File: src/rtl/seg_display_ctrl.sv
// Multiplexed-free 7-segment controller: shadow register, leading-zero
// suppression, per-digit blank/blink masks and a free-running blink timer.
module seg_display_ctrl #(
  parameter int DIGITS    = 8,
  parameter int BLINK_DIV = 25000000
) (
  input  logic                  clk,
  input  logic                  rst,
  input  logic                  load,
  input  logic [4*DIGITS-1:0]   value,
  input  logic [DIGITS-1:0]     blank_mask,
  input  logic [DIGITS-1:0]     blink_mask,
  input  logic                  lz_en,
  input  logic                  blink_sync,
  output logic [7*DIGITS-1:0]   segs,
  output logic                  blink_phase
);

  localparam int CW = (BLINK_DIV > 2) ? $clog2(BLINK_DIV) : 1;
  localparam logic [CW-1:0] CNT_MAX = CW'(BLINK_DIV - 1);

  logic [4*DIGITS-1:0] shadow_q;
  logic [CW-1:0]       cnt_q, cnt_d;
  logic                phase_q, phase_d;
  logic [7*DIGITS-1:0] segs_q, segs_d;
  logic [DIGITS-1:0]   supp;
  logic                upper_zero;

  // Active-low encoding, bit 6..0 = g..a.
  function automatic logic [6:0] encode(input logic [3:0] nib);
    logic [6:0] s;
    case (nib)
      4'h0: s = 7'b1000000;
      4'h1: s = 7'b1111001;
      4'h2: s = 7'b0100100;
      4'h3: s = 7'b0110000;
      4'h4: s = 7'b0011001;
      4'h5: s = 7'b0010010;
      4'h6: s = 7'b0000010;
      4'h7: s = 7'b1111000;
      4'h8: s = 7'b0000000;
      4'h9: s = 7'b0010000;
      4'hA: s = 7'b0001000;
      4'hB: s = 7'b0000011;
      4'hC: s = 7'b1000110;
      4'hD: s = 7'b0100001;
      4'hE: s = 7'b0000110;
      default: s = 7'b0001110;
    endcase
    return s;
  endfunction

  // A digit is suppressed only if it and every digit above it are zero.
  always_comb begin
    // NOTE: every comb output gets a default first so no path leaves it unassigned (no latch).
    upper_zero = 1'b1;
    supp       = '0;
    // NOTE: blocking '=' here is deliberate; upper_zero must ripple down within one evaluation.
    for (int i = DIGITS - 1; i >= 0; i--) begin
      upper_zero = upper_zero & (shadow_q[4*i +: 4] == 4'h0);
      supp[i]    = lz_en & upper_zero & (i != 0);
    end
  end

  always_comb begin
    segs_d = '1;
    for (int i = 0; i < DIGITS; i++) begin
      if (blank_mask[i])                     segs_d[7*i +: 7] = 7'h7F;
      else if (blink_mask[i] && !phase_q)    segs_d[7*i +: 7] = 7'h7F;
      else if (supp[i])                      segs_d[7*i +: 7] = 7'h7F;
      else                                   segs_d[7*i +: 7] = encode(shadow_q[4*i +: 4]);
    end
  end

  // Sync restarts the timer lit and wins over a coincident wrap.
  always_comb begin
    cnt_d   = cnt_q + 1'b1;
    phase_d = phase_q;
    if (blink_sync) begin
      cnt_d   = '0;
      phase_d = 1'b1;
    end else if (cnt_q == CNT_MAX) begin
      cnt_d   = '0;
      phase_d = ~phase_q;
    end
  end

  // NOTE: the shadow register is plain flops, so it is reset with the rest; an in-flight load is lost.
  always_ff @(posedge clk or posedge rst) begin
    if (rst) begin
      shadow_q <= '0;
      cnt_q    <= '0;
      phase_q  <= 1'b1;
      segs_q   <= '1;
    end else begin
      // NOTE: non-blocking '<=' for all state so every flop samples pre-edge values.
      if (load) shadow_q <= value;
      cnt_q   <= cnt_d;
      phase_q <= phase_d;
      segs_q  <= segs_d;
    end
  end

  assign segs        = segs_q;
  assign blink_phase = phase_q;

endmodule

File: config.mk
export PLATFORM = sky130hd
export DESIGN_NAME = seg_display_ctrl
export DESIGN_NICKNAME = d
export VERILOG_FILES = /design/src/rtl/seg_display_ctrl.sv
export SDC_FILE = /design/constraint.sdc
export NUM_CORES = 1
export LEC_CHECK = 0
export ABC_CLOCK_PERIOD_IN_PS = 3700
export CORE_ASPECT_RATIO = 0.8
export CORE_MARGIN = 2
export CORE_UTILIZATION = 35
export CTS_BUF_LIST = sky130_fd_sc_hd__clkbuf_16
export DETAILED_ROUTE_END_ITERATION = 16
export PLACE_DENSITY = 0.61
export SLEW_MARGIN = 25
export SYNTH_ARGS = -nofsm -noshare
export SYNTH_HDL_FRONTEND = slang
export SYNTH_SLANG_ARGS = --single-unit
File: constraint.sdc
create_clock -name clk -period 3.7 [get_ports clk]
set_input_delay 0.74 -clock clk [delete_from_list [all_inputs] [get_ports clk]]
set_output_delay 0.74 -clock clk [all_outputs]
set_load 0.02 [all_outputs]
Yosys cells after proc, flatten, opt, wreduce, memory -nomap -nowiden --
Memories as Yosys holds them, arrays and structs flattened. Index checks and enable logic that the tools add are counted.
Cells by class: $add $sub $neg 1, eq/ne operators 1, multiplexer cells 27, bitwise operators 14, reduce and logical (&&, ||, !) cells 17
Operators by type and width (number):
- two-way mux 7 bit | 23
- two-way mux 25 bit | 2
- logical NOT 4 bit | 7
- adder 25 x 1 -> 25 bit (second input constant) | 1
- == test 25 bit (second input constant) | 1
- bitwise AND 1 bit | 13
- logical AND 1 bit | 8
- two-way mux 1 bit | 2
- nonzero test 2 bit | 1
- logical NOT 1 bit | 1
- NOT 1 bit | 1
Word-level totals: flip-flop bits (word level) 114, ROM bits 896, memories kept 8
Memories:
- (no name shown) | words 16, bits a word 7, read ports 1, clocked after memory_dff 0, write ports 0, RTL line 32 | case (nib)
- (no name shown) | words 16, bits a word 7, read ports 1, clocked after memory_dff 0, write ports 0, RTL line 32
- (no name shown) | words 16, bits a word 7, read ports 1, clocked after memory_dff 0, write ports 0, RTL line 32
- (no name shown) | words 16, bits a word 7, read ports 1, clocked after memory_dff 0, write ports 0, RTL line 32
- (no name shown) | words 16, bits a word 7, read ports 1, clocked after memory_dff 0, write ports 0, RTL line 32
- (no name shown) | words 16, bits a word 7, read ports 1, clocked after memory_dff 0, write ports 0, RTL line 32
- 2 more memories

Logic depth before layout (Yosys ltp) --
Gate-level depths: netlist of the first run.
depth in word-level cells 11, gate-level depth with buffers 6

Least setup slack after synthesis of the first run --
Ideal clock, no wire load.
kind reg-to-reg, start point register shadow_q[24], end point register segs_q[7] (netlist: segs[7]), setup time 0.084 ns, arrival 1.820 ns, data required time 3.616 ns, setup slack 1.795 ns, cell stages (with the launch flop) 7, buffers on the path 0, period minus slack after synthesis 1.905 ns, cells stage by stage dfrtp_1 -> inv_1 -> ha_1 -> or3b_1 -> nor4_4 -> nand4_1 -> o2111ai_1
On the way: cells in the longest elaborated chain, start to end 11
RTL lines:
- start: declaration | RTL line 22 | logic [4*DIGITS-1:0] shadow_q;
- start signal: assignment | RTL line 97 | if (load) shadow_q <= value;
- logical NOT 4 bit | RTL line 60 | upper_zero = upper_zero & (shadow_q[4*i +: 4] == 4'h0);
- bitwise AND 1 bit (6 in a row) | RTL line 60
- bitwise AND 1 bit | RTL line 61 | supp[i] = lz_en & upper_zero & (i != 0);
- two-way mux 7 bit | RTL line 70 | else if (supp[i]) segs_d[7*i +: 7] = 7'h7F;
- two-way mux 7 bit | RTL line 69 | else if (blink_mask[i] && !phase_q) segs_d[7*i +: 7] = 7'h7F;
- two-way mux 7 bit | RTL line 68 | if (blank_mask[i]) segs_d[7*i +: 7] = 7'h7F;
- via segs_d[7] | RTL line 25 | logic [7*DIGITS-1:0] segs_q, segs_d;
- end signal: assignment | RTL line 100 | segs_q <= segs_d;
- end: declaration | RTL line 25
The timed path passes the listed nets, and every way through them passes these cells. A chain may end at the register's enable or synchronous reset.

Worst setup path after layout of the first run --
start point register shadow_q[24], end point register segs_q[32] (netlist: segs[32])
On the way: cells in the longest elaborated chain, start to end 8
RTL lines (RTL line):
- logical NOT 4 bit | 60
- bitwise AND 1 bit (3 in a row) | 60
- bitwise AND 1 bit | 61
- two-way mux 7 bit | 70
- two-way mux 7 bit | 69
- two-way mux 7 bit | 68
- via segs_d[32] | 25
The timed path passes the listed nets, and every way through them passes these cells.

==> run_results.csv, run 1 <==
group,metric,value,unit
timing,rsz0062_at_grt,"false",
critical_path,critPathMaxFanout,7,
route,final_antenna_net_count,0,
timing,finalWorstSetupSlack,1.25,ns
yosys,synth_area,6110,sq um
grt,grt-busiest-layer,"met2",
timing,slew_viol_final,0,
floorplan,start_util,35.5,%
critical_path,crit_arrival,2.72,ns
critical_path,slowest_delay,0.54,ns
layout,multi_input_area,2940,sq um
place,placedCellCount,927,
layout,n_fill_cell,1616,
route,drc,0,
floorplan,rows,43,
yosys,synth-xor-area-share,1.72,%
yosys,syn_inst,620,
yosys,synth_top_family_by_area,"simple AND/OR/NAND/NOR gates",
route,via_count,4895,
job,drv_cap,0,
yosys,synth_cell_type_count,50,
clocking,clock_sink_count,114,
clocking,clock_path_buffers,2,
timing,fin_crit_sh,66.2,%
route,dr.pass1.iters,4,
yosys,synthSimpleGateAreaFrac,18.4,%
yosys,synth-seq-cells,114,
critical_path,path_cells,"inv_1 -> ha_1 -> or3b_1 -> nor4_4 -> a211oi_1 -> o311ai_0",
place,numPortBuffers,109,
yosys,synth-edff-count,0,
timing,fmax,0.408,GHz
clocking,cts_setup_buffers,0,
floorplan,die_area,18500,sq um
yosys,syn_area_per_cell,9.85,sq um
critical_path,cp_data_required_time,3.97,ns
timing,worstMarginPinSlew,0.813,ns
layout,antenna_cells,0,
hold_path,hold_class,"reg -> reg",
power,p_per_area,487,nW/um^2
grt,grtUsageMet2,25.4,%
route,post_drt_via_cell_ratio,5.10,
clocking,clk_latency,0.41,ns
critical_path,cp_slowest_cell,"nor4_4",
place,gp_routability_congestion,0.877,
timing,hold_ws,0.517,ns
timing,setup_viol,0,
grt,grt_pass1_vias,4794,
clocking,tritoncts,"done",
timing,hold_violations,0,
run_status,status,"completed",
floorplan,die_y,122,microns
yosys,synth_adder_area_share,8.81,%
layout,finalNetCount,817,
floorplan,ioPinCount,110,
layout,drive_gt1_share,15.5,%
floorplan,coreArea,17200,sq um
layout,final_cell_count_no_fill,959,
route,routed_wl,14.7,mm
clocking,cts_hold_buffers,0,
timing,skew,0.0100,ns
timing,fin_tns_setup,0,ns
timing,min_period,2.45,ns
route,drt_iter0_drc,296,
grt,grt_use_met3,5.17,%
grt,grt-ovfl-total,0,
grt,grt_pass1_wl,23.8,mm
clocking,cts-root-buf,"clkbuf_16",
yosys,synthArstFlopShare,100,%
power,peakVddDrop,0.000301,V
critical_path,endpoint_kind,"register",
clocking,cts-htree-levels,4,
power,power_leakage,3.29,nW
grt,grtUsageTotal,16.4,%
place,dpl.hpwl,10.4,mm
yosys,yosys_warnings,0,
grt,grt_max_degree,52,
clocking,cts_inserted_buffers,17,
grt,grt_util_met1,22.1,%
clocking,cts_resized,0,
yosys,yosysSeqAreaShare,47.9,%
grt,grt_antenna_before_repair,0,
yosys,synth_compound_area_share,16.6,%
yosys,yosys_most_used_dff,"dfstp_2",
clocking,path_clk_slew,0.05,ns
route,wire_per_inst,15.3,microns
timing,slew_headroom,45.5,%
place,dp_slack,0.923,ns
layout,seqCellArea,2920,sq um
floorplan,die_w,152,microns
yosys,synth_fp_nets,716,
yosys,synthMuxAreaShare,2.70,%
critical_path,crit_type,"reg -> reg",
critical_path,startpoint_type,"register",
layout,synthToLayoutAreaGrowth,31.3,%
[routing by layer]
layer / part of all wire (%) / vias to the layer above
met5: 0 / -
met4: 0.91 / 0
met3: 5.1 / 12
met2: 48 / 104
met1: 46 / 2371
li1: - / 2408
[critical path, delay by kind of cell (launching register included)]
family	cells	cell delay [ns]
and+or+nand+nor	2	1.02
AOI/OAI and AO/OA	2	0.46
DFF	1	0.44
adders and majority gates	1	0.23
buffers and inverters	1	0.16
[power by group]
part / switching, mW / leakage [nW] / internal (mW)
Sequential: 0.112 / 1.33 / 1.40
Combinational: 0.342 / 1.65 / 0.313
Clock: 0.553 / 0.316 / 1.18
[layout by cell type (no fill, tap or decap), types with 3 or more instances in the layout]
| master | instances |
|---|---|
| clkdlybuf4s50_1 | 108 |
| nand2_1 | 89 |
| dfstp_2 | 57 |
| dfrtp_1 | 57 |
| o21ai_0 | 43 |
| ha_1 | 43 |
| nor2_1 | 37 |
| inv_1 | 31 |
| o211ai_1 | 26 |
| a21oi_1 | 23 |
| o311ai_0 | 20 |
| nand3_1 | 18 |
| clkbuf_16 | 17 |
| nand2b_1 | 15 |
| mux2_2 | 12 |
| nand4_1 | 9 |
| or3_1 | 9 |
| a21o_1 | 8 |
| a211oi_1 | 8 |
| xor2_1 | 8 |
| clkinv_2 | 7 |
| and2_1 | 6 |
| nor3_1 | 6 |
| and3_1 | 6 |
| nor2b_1 | 5 |
| o21a_1 | 5 |
| bufinv_16 | 5 |
| a311oi_1 | 4 |
| a32oi_1 | 4 |
| xnor2_1 | 4 |
| nand3b_1 | 3 |
| mux2i_1 | 3 |
| o31ai_1 | 3 |
| or4_1 | 3 |
| buf_4 | 3 |
[sequential cells by signal (all words and copies together) (netlist names)]
signal and cells:
blink_phase 1, cnt_q 25, segs 56, shadow_q 32
[area by class of cell]
class / instances / area share (%)
tap: 225 / 3.51
clock inverter: 15 / 2.45
clock buffer: 17 / 5.31
inverter: 31 / 1.48
timing repair buffer: 113 / 14.1
multi-input combinational: 444 / 36.7
sequential: 114 / 36.5
[metrics by stage]
step                cell area [sq um]  power, mW  utilization [%]
floorplan                        6110       1.90                -
global placement                 7390       2.18             42.9
detailed placement               7390       2.19             42.9
CTS                              8020       3.94             46.6
global route                     8020       4.08             46.6
finish                           8020       3.90             46.6
[synthesized netlist by cell type (9+ instances only)]
cell type	count	area, sq um
nand2_1	89	334
dfrtp_1	57	1430
dfstp_2	57	1500
ha_1	43	538
o21ai_0	43	215
nor2_1	37	139
inv_1	31	116
clkbuf_1	29	109
o211ai_1	26	195
a21oi_1	23	115
o311ai_0	20	175
nand3_1	18	90.1
nand2b_1	15	93.8
mux2_2	12	135
nand4_1	9	56.3
or3_1	9	56.3
[final timing paths]
| path | from | endpoint | slack, ns | cells after the start |
|---|---|---|---|---|
| setup / recovery | shadow_q[24] | segs[32] | 1.25 | 6 |
| hold / removal | cnt_q[0] | cnt_q[0] | 0.52 | 1 |
| setup reg to reg | shadow_q[24] | segs[32] | 1.25 | 6 |
| hold reg to reg | cnt_q[0] | cnt_q[0] | 0.52 | 1 |
| max in group asynchronous | rst | segs[8] | 2.21 | 3 |
| min in group asynchronous | rst | cnt_q[0] | 0.74 | 2 |
[logic make-up after synthesis]
| group | count (synthesis) |
|---|---|
| DFF | 114 |
| AOI/OAI and AO/OA | 151 |
| and+or+nand+nor | 223 |
| adders and majority gates | 43 |
| xor gates and xnor gates | 12 |
| muxes | 15 |
| buffers and inverters | 62 |
Power figures use the tool's default switching activity.
==> inputs of run 2 (changes only) <==
ABC_CLOCK_PERIOD_IN_PS = 2000   (was 3700)
clock period = 2 ns   (was 3.7 ns; I/O delays follow)
==> run_results.csv, run 2 (synthesis gave the netlist of run 1 again) <==
group,metric,value,unit
timing,finalWorstSetupSlack,0.0438,ns
route,via_count,5074,
place,numPortBuffers,109,
run_status,status,"completed",
timing,fin_crit_sh,97.8,%
timing,fmax,0.511,GHz
timing,skew,0.0115,ns
floorplan,coreArea,17200,sq um
place,gp_routability_congestion,0.840,
place,placedCellCount,965,
timing,slew_headroom,62.0,%
layout,drive_gt1_share,20.2,%
layout,most-common-layout-cells,"clkdlybuf4s50_1 (107), nand2_1 (89), dfstp_2 (57), dfrtp_1 (57), o21ai_0 (43)",
route,drc,0,
timing,fin_tns_setup,0,ns
critical_path,endpoint_kind,"output port",
grt,grt_max_degree,49,
job,drv_cap,0,
timing,slew_viol_final,0,
critical_path,cp_data_required_time,1.60,ns
clocking,clock_sink_count,114,
timing,hold_violations,0,
route,post_drt_via_cell_ratio,5.08,
hold_path,min-delay-start,"load",
grt,grt_antenna_before_repair,0,
layout,largest_reg_flops,56,
grt,grt_pass1_vias,4944,
hold_path,min_path_cells,3,
floorplan,die_w,152,microns
floorplan,start_util,35.5,%
critical_path,crit_type,"reg -> out",
layout,layout.cells.most_common,"clkdlybuf4s50_1",
critical_path,startpoint_type,"register",
floorplan,die_y,122,microns
floorplan,die_area,18500,sq um
route,routed_wl,15.0,mm
floorplan,ioPinCount,110,
timing,min_period,1.96,ns
power,p_switching,1.90,mW
route,drt_iter0_drc,315,
clocking,cts-htree-levels,4,
power,p_per_area,862,nW/um^2
clocking,tritoncts,"done",
critical_path,timing.rr.start,"shadow_q[24]",
grt,grtUsageTotal,16.9,%
layout,synthToLayoutAreaGrowth,36.9,%
hold_path,hold_class,"in -> reg",
route,dr.pass1.iters,5,
place,dp_slack,-0.235,ns
critical_path,cp_slowest_cell,"clkdlybuf4s50_1",
layout,final_cell_count_no_fill,999,
route,wire_per_inst,15.0,microns
timing,worstMarginPinSlew,0.570,ns
power,total_power,7.21,mW
layout,antenna_cells,0,
grt,grt-ovfl-total,0,
clocking,cts_inserted_buffers,17,
critical_path,cp_top_family,"buffers and inverters",
layout,finalNetCount,857,
critical_path,timing.rr.end,"segs[21]",
timing,setup_viol,0,
critical_path,crit_buf_inv,1,
clocking,cts_hold_buffers,0,
power,internal_power,5.31,mW
floorplan,rows,43,
critical_path,slowest_delay,0.61,ns
power,power.clock.fraction,42.7,%
power,p_seq_share,38.0,%
clocking,cts-root-buf,"clkbuf_16",
clocking,clock_path_buffers,2,
route,final_antenna_net_count,0,
clocking,path_clk_slew,0.05,ns
critical_path,crit_arrival,1.56,ns
place,dpl.hpwl,10.8,mm
grt,grt_pass1_wl,24.5,mm
critical_path,reg2reg_setup_slack,0.06,ns
power,sw_frac_of_total,26.3,%
critical_path,critPathMaxFanout,1,
power,p_comb_share,19.3,%
power,peakVddDrop,0.000579,V
critical_path,r2r_cells,8,
critical_path,path_cells,"clkdlybuf4s50_1",
power,power_leakage,3.48,nW
clocking,clk_latency,0.42,ns
hold_path,hold_end,"shadow_q[28]",
run 2: per-layer routing:
metal  vias up  part of all wire, %  track usage [%]
li1       2475                    -                -
met1      2468                   47             23.1
met2       122                   47             26.3
met3         9                  4.9             4.79
met4         0                 0.95             4.80
met5         -                    0                0
run 2: layout make-up:
cell class                 count  area (sq um)
clock buffer                  17           425
fill                        1564          8850
clock inverter                15           173
inverter                      31           120
timing repair buffer         153          1460
sequential                   114          2920
multi-input combinational    444          2980
tap                          225           282
run 2: worst max-delay path by stage:
| stage | startpoint | to | slack (ns) | cells after the start |
|---|---|---|---|---|
| after global placement | lz_en | segs[35] | -0.14 | 7 |
| after detailed placement | lz_en | segs[41] | -0.24 | 7 |
| after global routing | shadow_q[24] | segs[32] | -0.03 | 8 |
| after floorplan | shadow_q[24] | segs[7] | 0.1 | 6 |
| after CTS | blink_phase | blink_phase | 0.02 | 1 |
| final | segs[9] | segs[9] | 0.04 | 1 |
run 2: per-stage QoR:
step	utilization [%]	cell area (sq um)	hold WS, ns
floorplan	-	6110	0.466
global placement	44.8	7700	0.500
detailed placement	44.8	7700	0.523
CTS	48.3	8320	0.473
global route	48.6	8360	0.515
finish	48.6	8360	0.485
run 2: worst reg2reg max path, stage by stage (launching register included):
cell	delay, ns
dfrtp_1	0.38
inv_1	0.08
ha_2	0.18
or3b_4	0.40
nor4_4	0.27
buf_6	0.16
a221oi_2	0.06
buf_4	0.19
o311ai_0	0.10
run 2: timing repair:
item                                    in CTS  in global routing
endpoints found under the setup margin      21                 25
gates resized for setup                      4                 14
buffers inserted                             0                  2
run 2: power groups by stage:
stage | sequential [mW] | combinational, mW | clock (mW)
floorplan | 2.91 | 0.599 | 0
CTS | 2.74 | 1.38 | 3.14
finish | 2.74 | 1.39 | 3.07
global route | 2.77 | 1.53 | 3.25
global placement | 2.77 | 1.35 | 0
detailed placement | 2.77 | 1.37 | 0
==> inputs of run 3 (changes only) <==
CORE_UTILIZATION = 48   (was 35)
PLACE_DENSITY = 0.79   (was 0.61)
==> run_results.csv, run 3 (synthesis gave the netlist of run 1 again) <==
group,metric,value,unit
timing,setup_viol,0,
timing,fin_crit_sh,98.2,%
route,post_drt_via_cell_ratio,5.54,
critical_path,startpoint_type,"register",
place,numPortBuffers,109,
clocking,clock_sink_count,114,
clocking,clock_path_buffers,2,
layout,synthToLayoutAreaGrowth,37.6,%
timing,hold_violations,0,
floorplan,rows,36,
power,p_seq_share,36.5,%
timing,worstMarginPinSlew,0.492,ns
layout,largest_reg_flops,56,
floorplan,die_w,130,microns
critical_path,cp_slowest_cell,"clkdlybuf4s50_1",
route,dr.pass1.iters,5,
power,internal_power,5.58,mW
grt,grtUsageTotal,24.2,%
timing,slew_headroom,66.8,%
critical_path,slowest_delay,0.61,ns
critical_path,crit_buf_inv,1,
job,drv_cap,0,
power,peakVddDrop,0.000631,V
clocking,cts-htree-levels,4,
power,p_switching,1.94,mW
critical_path,timing.rr.start,"shadow_q[20]",
route,wire_per_inst,16.7,microns
grt,grt_antenna_before_repair,0,
floorplan,die_y,105,microns
floorplan,ioPinCount,110,
route,routed_wl,15.8,mm
timing,skew,0.00735,ns
power,power_leakage,3.51,nW
run_status,status,"completed",
route,drc,0,
timing,hold_ws,0.474,ns
layout,finalNetCount,857,
grt,grt_pass1_wl,25.7,mm
layout,n_fill_cell,891,
clocking,cts_hold_buffers,0,
critical_path,cp_top_family,"buffers and inverters",
power,power.clock.fraction,44.3,%
power,p_per_area,894,nW/um^2
critical_path,endpoint_kind,"output port",
critical_path,crit_arrival,1.56,ns
place,dpl.hpwl,10.7,mm
layout,final_cell_count_no_fill,945,
critical_path,path_cells,"clkdlybuf4s50_1",
floorplan,start_util,49.7,%
critical_path,cp_data_required_time,1.60,ns
layout,drive_gt1_share,21.7,%
timing,min_period,1.96,ns
timing,fmax,0.509,GHz
route,final_antenna_net_count,0,
clocking,cts-root-buf,"clkbuf_16",
critical_path,timing.rr.end,"segs[7]",
route,drt_iter0_drc,426,
critical_path,crit_type,"reg -> out",
hold_path,hold_class,"in -> async",
grt,grt_pass1_vias,5231,
layout,most-common-layout-cells,"clkdlybuf4s50_1 (107), nand2_1 (89), dfstp_2 (57), dfrtp_1 (57), o21ai_0 (43)",
critical_path,r2r_cells,7,
critical_path,critPathMaxFanout,1,
grt,grt_max_degree,67,
clocking,path_clk_slew,0.05,ns
layout,layout.cells.most_common,"clkdlybuf4s50_1",
power,p_comb_share,19.2,%
clocking,clk_latency,0.41,ns
power,sw_frac_of_total,25.8,%
critical_path,reg2reg_setup_slack,0.06,ns
layout,seqCellArea,2920,sq um
place,gp_routability_congestion,0.930,
timing,slew_viol_final,0,
clocking,cts_inserted_buffers,17,
floorplan,die_area,13600,sq um
clocking,tritoncts,"done",
place,placedCellCount,907,
grt,grt-ovfl-total,0,
layout,multi_input_area,3040,sq um
route,via_count,5234,
floorplan,coreArea,12300,sq um
layout,antenna_cells,0,
==> run 3: cell count changes in the layout (fill, tap and decap cells not counted), sizes merged <==
cell      previous run  this run
bufinv               4         6
clkinvlp             2         1
inv                 31        30
==> run 3: worst max-delay path by stage <==
stage / end / depth (start not counted) / startpoint
detailed placement: segs[41] / 6 / lz_en
global placement: segs[35] / 6 / lz_en
CTS: blink_phase / 1 / blink_phase
floorplan: segs[7] / 6 / shadow_q[24]
global route: segs[7] / 7 / shadow_q[20]
finish: segs[9] / 1 / segs[9]
==> run 3: through the flow <==
stage | instance area, sq um | setup slack [ns] | TNS (ns) | power [mW] | utilization, %
after floorplan | 6110 | 0.0952 | 0 | 3.51 | -
after global placement | 7610 | -0.213 | -2.67 | 4.09 | 61.9
after detailed placement | 7610 | -0.345 | -4.86 | 4.14 | 61.9
after CTS | 8300 | 0.0211 | 0 | 7.49 | 67.5
after global routing | 8400 | -0.0136 | -0.0456 | 7.83 | 68.3
final | 8400 | 0.0359 | 0 | 7.51 | 68.3
==> run 3: area by class of cell <==
class / instances / share of cell area (%)
Clock buffer: 17 / 5.06
Clock inverter: 15 / 2.61
Inverter: 31 / 1.43
Multi-Input combinational cell: 444 / 36.2
Sequential cell: 114 / 34.8
Tap cell: 171 / 2.55
Timing Repair Buffer: 153 / 17.4
==> run 3: repair_timing <==
item | 4_1_cts | 5_1_grt
hold endpoints to repair | 0 | 0
gates cloned | 0 | 0
setup endpoints to repair | 36 | 27
pin swaps | 2 | 4
gates resized for setup | 7 | 21
setup buffers | 2 | 4
==> run 3: per-layer routing <==
metal	part of all wire (%)	vias up	GRT usage, %
met1	43	2517	31.1
met4	2.8	0	10.7
met5	0	-	0
met3	5.1	40	6.30
li1	-	2487	-
met2	49	190	38.4
==> run 3: worst reg2reg max path, cell delays in order, from the launching register on <==
cell and delay, ns:
dfrtp_1 0.39, inv_2 0.10, ha_4 0.14, or3b_4 0.39, nor4_4 0.27, buf_6 0.17
nand4_1 0.23, o2111ai_2 0.17
==> run 3: power by group through the flow <==
stage               Combinational, mW  Clock, mW  Sequential, mW
floorplan                       0.599          0            2.91
global placement                 1.33          0            2.76
CTS                              1.40       3.35            2.74
detailed placement               1.37          0            2.77
global route                     1.57       3.50            2.76
finish                           1.44       3.33            2.74
